$ cat config.mk
export PLATFORM = sky130hd
export DESIGN_NAME = trap_irq_ctrl
export DESIGN_NICKNAME = d
export VERILOG_FILES = /design/src/rtl/trap_irq_ctrl.sv
export SDC_FILE = /design/constraint.sdc
export NUM_CORES = 1
export LEC_CHECK = 0
export ABC_AREA = 1
export CORE_ASPECT_RATIO = 0.9
export CORE_MARGIN = 3
export CORE_UTILIZATION = 45
export DETAILED_ROUTE_END_ITERATION = 10
export PLACE_DENSITY_LB_ADDON = 0.2
export SETUP_SLACK_MARGIN = 0.05
export SYNTH_ARGS = -nofsm -noshare
export SYNTH_HDL_FRONTEND = slang
export SYNTH_SLANG_ARGS = --single-unit
$ cat constraint.sdc
create_clock -name clk_in -period 5.6 [get_ports clk_in]
set_input_delay 1.12 -clock clk_in [delete_from_list [all_inputs] [get_ports clk_in]]
set_output_delay 1.12 -clock clk_in [all_outputs]
set_load 0.02 [all_outputs]
$ cat src/rtl/trap_irq_ctrl.sv
// rtl/trap_irq_ctrl.sv - interrupt pending/priority logic and M/U trap-entry FSM
//
// Ports:
//   clk_in, reset_in    clock; synchronous active-high reset
//   irq_src, irq_en     raw interrupt lines and per-source enables
//   mstatus_mie         global Machine-mode interrupt enable
//   mtvec               trap vector base; [1:0]==01 selects vectored mode
//   exception_flag      synchronous exception taken this cycle
//   mret                MRET retiring this cycle
//   pend_clr(_idx)      software clear of one edge-pending bit
//   trap_ack            downstream accepts trap_req
//   trap_req            interrupt trap request (high while in REQ)
//   trap_cause, trap_pc latched cause word and handler address
//   mode                current privilege (3=M, 0=U)
//   pending             current pending vector
module trap_irq_ctrl #(
    parameter int                 NUM_SRC   = 16,
    parameter logic [NUM_SRC-1:0] EDGE_MASK = '0,
    parameter bit                 HAS_U     = 1'b1,
    parameter int                 PC_SZ     = 32
) (
    input  logic               clk_in,
    input  logic               reset_in,
    input  logic [NUM_SRC-1:0] irq_src,
    input  logic [NUM_SRC-1:0] irq_en,
    input  logic               mstatus_mie,
    input  logic [PC_SZ-1:0]   mtvec,
    input  logic               exception_flag,
    input  logic               mret,
    input  logic               pend_clr,
    input  logic [4:0]         pend_clr_idx,
    input  logic               trap_ack,
    output logic               trap_req,
    output logic [PC_SZ-1:0]   trap_cause,
    output logic [PC_SZ-1:0]   trap_pc,
    output logic [1:0]         mode,
    output logic [NUM_SRC-1:0] pending
);

    localparam logic [1:0] MODE_M = 2'b11;
    localparam logic [1:0] MODE_U = 2'b00;

    typedef enum logic [1:0] {ST_IDLE, ST_REQ, ST_ACTIVE} state_t;

    state_t             state_q, state_d;
    logic [NUM_SRC-1:0] smp_q, smp_d;
    logic [NUM_SRC-1:0] smp_dly_q, smp_dly_d;
    logic [NUM_SRC-1:0] pend_edge_q, pend_edge_d;
    logic [1:0]         mode_q, mode_d;
    logic [1:0]         mpp_q, mpp_d;
    logic [PC_SZ-1:0]   trap_cause_q, trap_cause_d;
    logic [PC_SZ-1:0]   trap_pc_q, trap_pc_d;

    logic [NUM_SRC-1:0] rise;
    logic [NUM_SRC-1:0] pend;
    logic [NUM_SRC-1:0] elig;
    logic [NUM_SRC-1:0] clr;
    logic [4:0]         sel;
    logic               gie;
    logic [PC_SZ-1:0]   base_pc;
    logic [PC_SZ-1:0]   vec_off;
    logic [PC_SZ-1:0]   sel_pc;
    logic [PC_SZ-1:0]   sel_cause;

    always_comb begin
        smp_d     = irq_src;
        smp_dly_d = smp_q;
        rise      = smp_q & ~smp_dly_q;

        // Level sources follow the sampled line; edge sources come from the latch.
        pend = (pend_edge_q & EDGE_MASK) | (smp_q & ~EDGE_MASK);
        elig = pend & irq_en;

        // Ascending scan so the highest eligible index is the one kept.
        sel = 5'd0;
        for (int i = 0; i < NUM_SRC; i++) begin
            if (elig[i]) sel = 5'(i);
        end

        gie = ((mode_q == MODE_M) ? mstatus_mie : 1'b1) && (state_q == ST_IDLE);

        base_pc      = {mtvec[PC_SZ-1:2], 2'b00};
        vec_off      = '0;
        vec_off[6:2] = sel;
        sel_pc       = (mtvec[1:0] == 2'b01) ? base_pc + vec_off : base_pc;

        sel_cause          = '0;
        sel_cause[PC_SZ-1] = 1'b1;
        sel_cause[4:0]     = sel;

        // Indices >= NUM_SRC never match a loop index, so they clear nothing.
        clr = '0;
        for (int i = 0; i < NUM_SRC; i++) begin
            if (pend_clr && pend_clr_idx == 5'(i)) clr[i] = 1'b1;
            if (state_q == ST_REQ && trap_ack && trap_cause_q[4:0] == 5'(i)) clr[i] = 1'b1;
        end
        // A new edge in the same cycle as a clear must survive.
        pend_edge_d = ((pend_edge_q & ~clr) | rise) & EDGE_MASK;

        state_d      = state_q;
        mode_d       = mode_q;
        mpp_d        = mpp_q;
        trap_cause_d = trap_cause_q;
        trap_pc_d    = trap_pc_q;

        unique case (state_q)
            ST_IDLE: begin
                if (exception_flag) begin
                    state_d = ST_ACTIVE;
                    mpp_d   = mode_q;
                    mode_d  = MODE_M;
                end else if (mret) begin
                    mode_d = mpp_q;
                    mpp_d  = HAS_U ? MODE_U : MODE_M;
                end else if ((|elig) && gie) begin
                    state_d      = ST_REQ;
                    trap_cause_d = sel_cause;
                    trap_pc_d    = sel_pc;
                end
            end
            ST_REQ: begin
                if (trap_ack) begin
                    state_d = ST_ACTIVE;
                    mpp_d   = mode_q;
                    mode_d  = MODE_M;
                end
            end
            ST_ACTIVE: begin
                if (mret) begin
                    state_d = ST_IDLE;
                    mode_d  = mpp_q;
                    mpp_d   = HAS_U ? MODE_U : MODE_M;
                end
            end
            default: state_d = ST_IDLE;
        endcase

        if (!HAS_U) begin
            mode_d = MODE_M;
            mpp_d  = MODE_M;
        end
    end

    always_ff @(posedge clk_in) begin
        if (reset_in) begin
            state_q      <= ST_IDLE;
            smp_q        <= '0;
            smp_dly_q    <= '0;
            pend_edge_q  <= '0;
            mode_q       <= MODE_M;
            mpp_q        <= MODE_M;
            trap_cause_q <= '0;
            trap_pc_q    <= '0;
        end else begin
            state_q      <= state_d;
            smp_q        <= smp_d;
            smp_dly_q    <= smp_dly_d;
            pend_edge_q  <= pend_edge_d;
            mode_q       <= mode_d;
            mpp_q        <= mpp_d;
            trap_cause_q <= trap_cause_d;
            trap_pc_q    <= trap_pc_d;
        end
    end

    assign trap_req   = (state_q == ST_REQ);
    assign trap_cause = trap_cause_q;
    assign trap_pc    = trap_pc_q;
    assign mode       = mode_q;
    assign pending    = pend;

endmodule

==> results.json, run 1 <==
{
  "clkPwrFrac": 0.288,
  "die_w_um": 97.77,
  "start_util": 0.4724,
  "relSlewSlack": 0.3687,
  "status": "finished clean",
  "ctsHoldBuffers": 0,
  "worst_slew_pin_slew_ps": 945.8,
  "synth_edf_count": 0,
  "hold_path_end": "trap_cause[3]",
  "cap_violations": 0,
  "worst_setup_path_start_kind": "input port",
  "p_comb_frac": 0.367,
  "critical_path.top_delay_family": "simple AND/OR/NAND/NOR gates",
  "rsz0062_at_grt": "false",
  "critPathMaxFanout": 3,
  "fp-row-count": 29,
  "synth_top_area_share": 0.3346,
  "num_antenna_cells": 0,
  "synth_common_cells": "93 x nand2_1, 63 x inv_1, 57 x dfxtp_1",
  "nets": 694,
  "finClkSkew_ps": 11.39,
  "root_buffer": "clkbuf_8",
  "coreArea_um2": 7221,
  "crit_path_top_delay_cell": "clkdlybuf4s50_1",
  "syn_avg_cell_area_um2": 6.989,
  "switching_power_mw": 0.5215,
  "cts.sinks": 57,
  "cp.required_ps": 5820,
  "fin_crit_sh": 0.7332,
  "critPathArrivalTime_ps": 4330,
  "timing.rr.start": "pending[1]",
  "firstDrtPassIters": 4,
  "regToRegSetupSlack_ps": 2410,
  "ys_top_cells_by_area": "dfxtp_1 33%, nand2_1 10%, inv_1 6.9%, buf_4 6.4%, nor2_1 5.5%",
  "cts_buffers": 9,
  "first_iter_violations": 131,
  "power_mw": 1.476,
  "grt_max_degree": 36,
  "htree_levels": 3,
  "ys.flop_type": "dfxtp_1",
  "min_path_cells": 2,
  "fmax_mhz": 243.6,
  "final_hold_viol_count": 0,
  "cp_common_cell": "nand2_1",
  "grt_usage": 0.2152,
  "pwr-share-seq": 0.344,
  "drive_gt1_frac": 0.05537,
  "peakVddDrop_uv": 184.3,
  "place.detailed.instances": 691,
  "place_hpwl_mm": 7.191,
  "min_path_type": "reg -> reg",
  "synthToLayoutAreaGrowth_pct": 40.90,
  "min_period_ps": 4106,
  "synth_area_leader_cell": "dfxtp_1",
  "critPathMaxStageDelay_ps": 460,
  "overflow": 0,
  "synth_most_common_cell": "nand2_1",
  "die_h_um": 88.59,
  "n_fill_cell": 632,
  "portBuffers": 123,
  "clkTransAtPathRegs_ps": 70,
  "worstHoldStart": "trap_cause[3]",
  "rr_endpoint": "trap_pc[26]",
  "internal_power_mw": 0.9545,
  "switching_share": 0.3533,
  "insertion_delay_ps": 340,
  "routed_via_density": 4.878,
  "critPathBufInv": 4,
  "yosys_register_bits": 57,
  "wirelength_mm": 9.254,
  "antenna_found_initial": 0,
  "gp_congestion": 0.8940,
  "drc": 0,
  "ant_nets": 0,
  "dieArea_um2": 8661,
  "power_leakage_nw": 2.167,
  "async_reset_ff_frac": 0,
  "cts_setup_buffers": 0,
  "ios": 159,
  "ys_seq_area_frac": 0.3346,
  "worst-r2r-cell-count": 29,
  "syn_area_um2": 3411,
  "cts_resized": 0,
  "grt_pass1_vias": 3219,
  "grt_pass1_wl_mm": 14.99,
  "drv_slew": 0,
  "finalNonFillerCells": 707,
  "cp-end-kind": "flip-flop",
  "vias": 3449,
  "p_per_area_nw_per_um2": 307.1,
  "critPathKind": "in -> reg",
  "cts_buffer_depth": 2,
  "ys_types": 42,
  "setup_viol": 0,
  "wl_per_cell_um": 13.09,
  "netlist_instances": 488,
  "yosys_warnings": 0,
  "cts_tree": "yes",
  "tns_ps": 0
}
[power groups by stage]
stage,Sequential (mW),Combinational [mW],Clock (mW)
2_1_floorplan,0.572,0.280,0
3_3_place_gp,0.513,0.526,0
3_5_place_dp,0.516,0.539,0
4_1_cts,0.508,0.542,0.435
5_1_grt,0.517,0.599,0.453
6_report,0.508,0.542,0.426
[layer usage]
layer	GRT usage	routed length (µm)	vias to the layer above
met3	0.07486	838	11
met5	0	0	-
met4	0.07170	124	0
met1	0.2618	3996	1535
li1	-	-	1761
met2	0.3609	4295	142
[how the worst max path moves through the flow]
stage / startpoint / end / slack [ps] / cells after the start
global route: irq_en[1] / trap_pc[26] / 1030 / 30
CTS: irq_en[1] / trap_pc[26] / 1510 / 30
detailed placement: irq_en[1] / trap_pc[26] / 1160 / 30
floorplan: irq_en[1] / trap_pc[26] / 2080 / 29
global placement: irq_en[1] / trap_pc[26] / 1240 / 30
finish: irq_en[1] / trap_pc[26] / 1490 / 30
[worst reg2reg max path, delay by kind of cell, from the launching register on]
kind                       cells  cell delay (ps)
adders and majority gates      2              570
and+or+nand+nor               20             1470
xor gates and xnor gates       1              150
AOI/OAI and AO/OA              3              400
buffers and inverters          3              170
DFF                            1              330
[state kept, by name (all words and copies together) (netlist names)]
register / flops
mode: 2
mpp_q: 2
pending: 16
state_q: 2
trap_cause: 5
trap_pc: 30
[cells in the final DEF (no fill, tap or decap), types with 2 or more instances in the layout]
master | synthesis | final
conb_1 | 1 | 29
nor2_2 | 3 | 3
clkinv_4 | 0 | 2
nor2_4 | 3 | 3
nand3_1 | 21 | 21
clkbuf_8 | 0 | 9
o21bai_1 | 5 | 5
a31oi_1 | 2 | 2
o211ai_1 | 5 | 5
nor2_1 | 50 | 50
nor3_1 | 8 | 8
o21a_1 | 5 | 5
o31ai_1 | 2 | 2
dfxtp_1 | 57 | 57
bufinv_16 | 0 | 2
nand2_1 | 93 | 93
ha_1 | 8 | 8
nand4_1 | 11 | 11
nand2_2 | 2 | 2
a221o_1 | 2 | 2
xnor2_1 | 5 | 5
inv_1 | 63 | 63
xor2_1 | 16 | 16
inv_2 | 2 | 2
a21oi_1 | 30 | 30
o21ai_0 | 33 | 33
nand3_2 | 2 | 2
nor4_1 | 2 | 2
o21ai_1 | 3 | 3
clkdlybuf4s50_1 | 0 | 123
clkinv_2 | 0 | 2
[layout make-up]
cell class	instances	area [µm²]	share of cell area
clock inverter	7	95.09	0.01979
timing repair buffer	124	1239	0.2577
tap	93	116.4	0.02421
sequential	57	1141	0.2374
multi-input combinational	351	1843	0.3835
inverter	66	247.7	0.05155
clock buffer	9	123.9	0.02577
[cell families (layout without fill, tap and decap cells)]
| logic type | count (synthesis) | in the layout | synth area share |
|---|---|---|---|
| other cells | 1 | 29 | 0.001099 |
| compound gates | 92 | 92 | 0.1577 |
| simple gates | 200 | 200 | 0.2616 |
| fa+ha+maj | 9 | 9 | 0.03522 |
| flops | 57 | 57 | 0.3346 |
| buf+inv | 108 | 206 | 0.1559 |
| xor+xnor | 21 | 21 | 0.05392 |
[metrics by stage]
stage / worst slack (ps) / area (µm²) / hold slack, ps / util
6_report: 1494 / 4806 / 462.8 / 0.6656
5_1_grt: 1034 / 4806 / 485.1 / 0.6656
4_1_cts: 1506 / 4806 / 464.7 / 0.6656
3_5_place_dp: 1160 / 4587 / 456.0 / 0.6352
3_3_place_gp: 1243 / 4587 / 447.1 / 0.6352
2_1_floorplan: 2081 / 3516 / 449.6 / -
No activity file was read; power rests on OpenSTA's default activity.
==> run 2, diff against run 1 <==
CORE_UTILIZATION = 38   (was 45)
clock period = 3.5 ns   (was 5.6 ns; I/O delays follow)
==> results.json, run 2 (same netlist as run 1, synthesis figures left out) <==
{
  "routed_via_density": 4.594,
  "grt_pass1_wl_mm": 15.77,
  "n_fill_cell": 809,
  "root_buffer": "clkbuf_8",
  "min_period_ps": 3151,
  "place_hpwl_mm": 7.485,
  "ant_nets": 0,
  "cts_buffer_depth": 2,
  "power_leakage_nw": 2.358,
  "overflow": 0,
  "nets": 724,
  "worstHoldStart": "trap_cause[3]",
  "peakVddDrop_uv": 246.1,
  "insertion_delay_ps": 340,
  "gp_congestion": 0.8675,
  "critPathMaxFanout": 3,
  "first_iter_violations": 122,
  "start_util": 0.3944,
  "startpoint": "irq_en[7]",
  "htree_levels": 3,
  "fin_crit_sh": 0.9002,
  "worstPathCellList": "clkdlybuf4s50_1, nand2_1, buf_4, nand2_1, a31oi_1, o211ai_1, a21oi_2, inv_1, ha_1, nand3_1, nand3_2, nand2_1, nand2_1, nand2_1, inv_2, nand2_4, nor2_4, nand2_1, xor2_1, nand2_1, nand3_1, nand2_1, inv_1",
  "critPathKind": "in -> reg",
  "antenna_found_initial": 0,
  "final_hold_viol_count": 0,
  "coreArea_um2": 8648,
  "finClkSkew_ps": 7.680,
  "clkTransAtPathRegs_ps": 70,
  "drive_gt1_frac": 0.1196,
  "vias": 3505,
  "cts.sinks": 57,
  "critPathMaxStageDelay_ps": 400,
  "grt_usage": 0.1916,
  "drv_slew": 0,
  "fmax_mhz": 317.4,
  "largest_reg_flops": 30,
  "p_per_area_nw_per_um2": 474.9,
  "relSlewSlack": 0.6188,
  "final_common_cell": "clkdlybuf4s50_1",
  "cap_violations": 0,
  "worst_setup_path_start_kind": "input port",
  "grt_pass1_vias": 3351,
  "power_mw": 2.442,
  "cp.required_ps": 3740,
  "min_path_type": "reg -> reg",
  "grt_max_degree": 37,
  "wirelength_mm": 9.885,
  "final_cell_mix": "118 x clkdlybuf4s50_1, 91 x nand2_1, 61 x inv_1",
  "portBuffers": 123,
  "setup_viol": 0,
  "die_h_um": 95.88,
  "rsz0062_at_grt": "false",
  "worst_slew_pin_slew_ps": 571.2,
  "critPathArrivalTime_ps": 3390,
  "dieArea_um2": 10150,
  "crit_path_top_delay_cell": "clkdlybuf4s50_1",
  "cts_tree": "yes",
  "num_antenna_cells": 0,
  "firstDrtPassIters": 5,
  "cts_buffers": 9,
  "ios": 159,
  "status": "finished clean",
  "fp-row-count": 32,
  "cp_common_cell": "nand2_1",
  "drc": 0,
  "wl_per_cell_um": 12.96,
  "tns_ps": 0,
  "die_w_um": 105.9,
  "synthToLayoutAreaGrowth_pct": 50.77,
  "timing.rr.start": "pending[1]",
  "cp-end-kind": "flip-flop"
}
==> run 2: cell type report <==
cell class,instances,area (µm²),share of cell area
inverter,66,247.7,0.04818
clock buffer,11,151.4,0.02944
multi-input combinational,351,1899,0.3693
sequential,57,1141,0.2219
tap,119,148.9,0.02895
timing repair buffer,154,1476,0.2871
clock inverter,5,77.57,0.01509
==> run 2: final timing paths <==
kind	slack (ps)	cells after the start	to
max	350	23	trap_pc[27]
min	460	2	trap_cause[3]
max reg2reg	600	29	trap_pc[22]
min reg2reg	460	2	trap_cause[3]
==> run 2: per-layer routing <==
layer,track usage,routed length (µm),vias to the layer above
met4,0.05933,123,0
met2,0.3195,4679,111
met3,0.05231,596,12
met5,0,0,-
met1,0.2436,4485,1566
li1,-,-,1816
==> run 2: what timing repair did <==
action,CTS,global route
hold buffers,0,0
setup buffers,1,6
setup endpoints to repair,5,17
pin swaps,3,16
endpoints found under the hold margin,0,0
gates resized for setup,2,19
==> run 2: power by group <==
group	leakage (nW)	total, mW	internal, mW	switching (mW)
Combinational	1.77	0.908	0.403	0.506
Clock	0.115	0.720	0.437	0.282
Sequential	0.469	0.814	0.752	0.0615
==> run 2: metrics by stage <==
step | hold slack (ps) | cell area [µm²] | cells | worst slack, ps | util
floorplan | 449.6 | 3516 | 516 | 400.8 | -
global placement | 449.4 | 4792 | 740 | -288.9 | 0.5541
detailed placement | 456.5 | 4792 | 740 | -333.0 | 0.5541
CTS | 466.2 | 5035 | 757 | 60.33 | 0.5822
global route | 491.6 | 5142 | 763 | 74.70 | 0.5946
finish | 461.1 | 5142 | 763 | 349.2 | 0.5946
==> run 2: critical path, delay by kind of cell <==
kind / cells / cell delay, ps
AOI/OAI and AO/OA: 3 / 600
adders and majority gates: 1 / 270
xor gates and xnor gates: 1 / 140
buffers and inverters: 5 / 710
and+or+nand+nor: 13 / 940
==> run 3, diff against run 2 <==
CORE_UTILIZATION = 28   (was 38)
REMOVE_ABC_BUFFERS = 1   (was default)
==> results.json, run 3 (same netlist as run 1, synthesis figures left out) <==
{
  "status": "finished clean",
  "regToRegSetupSlack_ps": 490,
  "drive_gt1_frac": 0.1233,
  "power_mw": 2.506,
  "cp-end-kind": "flip-flop",
  "wl_per_cell_um": 12.84,
  "critPathKind": "in -> reg",
  "drc": 0,
  "hold_path_end": "trap_pc[3]",
  "cts_buffers": 9,
  "clkTransAtPathRegs_ps": 50,
  "setup_slack_ps": 310.9,
  "final_cell_mix": "119 x clkdlybuf4s50_1, 89 x nand2_1, 62 x inv_1",
  "die_h_um": 110.7,
  "min_path_type": "reg -> reg",
  "ctsHoldBuffers": 0,
  "nets": 729,
  "grt_max_degree": 61,
  "p_per_area_nw_per_um2": 476.7,
  "cap_violations": 0,
  "final_common_cell": "clkdlybuf4s50_1",
  "grt_pass1_wl_mm": 16.87,
  "fmax_mhz": 313.6,
  "dieArea_um2": 13540,
  "dpl_cell_area_um2": 4836,
  "worst_slew_pin_slew_ps": 969.0,
  "drv_slew": 0,
  "fp-row-count": 37,
  "final_hold_viol_count": 0,
  "synthToLayoutAreaGrowth_pct": 54.11,
  "peakVddDrop_uv": 165.2,
  "fin_crit_sh": 0.9112,
  "grt_usage": 0.1547,
  "gp_congestion": 0.7608,
  "insertion_delay_ps": 330,
  "die_w_um": 122.3,
  "grt_pass1_vias": 3483,
  "antenna_found_initial": 0,
  "first_iter_violations": 241,
  "ios": 159,
  "worst_setup_path_start_kind": "input port",
  "power_leakage_nw": 2.369,
  "cts_buffer_depth": 2,
  "worst-r2r-cell-count": 19,
  "finalNonFillerCells": 805,
  "wirelength_mm": 10.34,
  "cts.sinks": 57,
  "place.detailed.instances": 775,
  "relSlewSlack": 0.3533,
  "num_antenna_cells": 0,
  "tns_ps": 0,
  "largest_reg_flops": 30,
  "place_hpwl_mm": 7.811,
  "rsz0062_at_grt": "true",
  "start_util": 0.2924,
  "min_path_cells": 2,
  "htree_levels": 3,
  "finClkSkew_ps": 9.533,
  "overflow": 0,
  "fin_area_um2": 5256,
  "rr_endpoint": "trap_pc[8]",
  "coreArea_um2": 11670,
  "timing.rr.start": "pending[1]",
  "cts_tree": "yes",
  "pre_cts_slack_ps": -407.5,
  "firstDrtPassIters": 4,
  "n_fill_cell": 1196,
  "ant_nets": 0,
  "portBuffers": 123,
  "critPathMaxFanout": 60,
  "setup_viol": 0,
  "routed_via_density": 4.425,
  "worstHoldStart": "trap_pc[3]",
  "root_buffer": "clkbuf_16",
  "vias": 3562,
  "cp.required_ps": 3710,
  "critPathArrivalTime_ps": 3390,
  "min_period_ps": 3189
}
## run 3: cell types whose count changed in the layout (fill, tap and decap cells not counted), moves of 2 or more
cell	change
clkbuf_8	-11
clkbuf_16	+9
buf_4	+4
dlymetal6s2s_1	-3
bufinv_16	-2
clkinv_2	+2
nand2_1	-2
nand2_2	+2
## run 3: metal layers
metal / up-vias / part of all wire / track usage
li1: 1827 / - / -
met1: 1620 / 0.46 / 0.1920
met2: 103 / 0.47 / 0.2560
met3: 12 / 0.056 / 0.04337
met4: 0 / 0.018 / 0.05224
met5: - / 0 / 0
## run 3: critical path, stage by stage
cell and delay (ps):
clkdlybuf4s15_1 170, nand2_2 60, buf_4 130, buf_4 120, buf_4 120, buf_4 120
buf_4 120, buf_4 120, buf_4 120, buf_4 120, buf_4 120, buf_4 120
buf_4 120, nand3_1 110, o21ai_4 70, nor2_4 100, buf_12 230, clkinv_1 340
a21oi_1 240, nor2_1 50
## run 3: power by group
part	total (mW)	internal (mW)	switching, mW
Clock	0.782	0.473	0.310
Sequential	0.814	0.754	0.0606
Combinational	0.909	0.405	0.504
Total	2.51	1.63	0.874
## run 3: area by class of cell
type | count | area, µm² | area share
Sequential cell | 57 | 1141 | 0.2171
Clock inverter | 6 | 35.03 | 0.006665
Clock buffer | 10 | 229.0 | 0.04356
Timing Repair Buffer | 159 | 1518 | 0.2887
Tap cell | 156 | 195.2 | 0.03713
Multi-Input combinational cell | 351 | 1891 | 0.3597
Inverter | 66 | 247.7 | 0.04713
## run 3: worst max-delay path by stage
stage | start | end | slack, ps | cells after the start
final | irq_en[1] | trap_pc[8] | 310 | 20
after global routing | irq_en[2] | trap_pc[26] | 40 | 29
after CTS | irq_en[3] | trap_pc[22] | 60 | 28
after detailed placement | irq_en[1] | trap_pc[26] | -410 | 30
after global placement | irq_en[1] | trap_pc[26] | -370 | 30
after floorplan | irq_en[1] | trap_pc[26] | 370 | 29
## run 3: metrics by stage
step	hold WS, ps	util
global placement	449.1	0.4145
global route	500.6	0.4506
CTS	470.9	0.4469
finish	464.1	0.4506
detailed placement	461.2	0.4145
floorplan	449.6	-
## run 3: repair_timing
action,4_1_cts,5_1_grt
resized for setup,8,11
setup endpoints to repair,7,14
pin swaps,7,13
buffers inserted,13,1
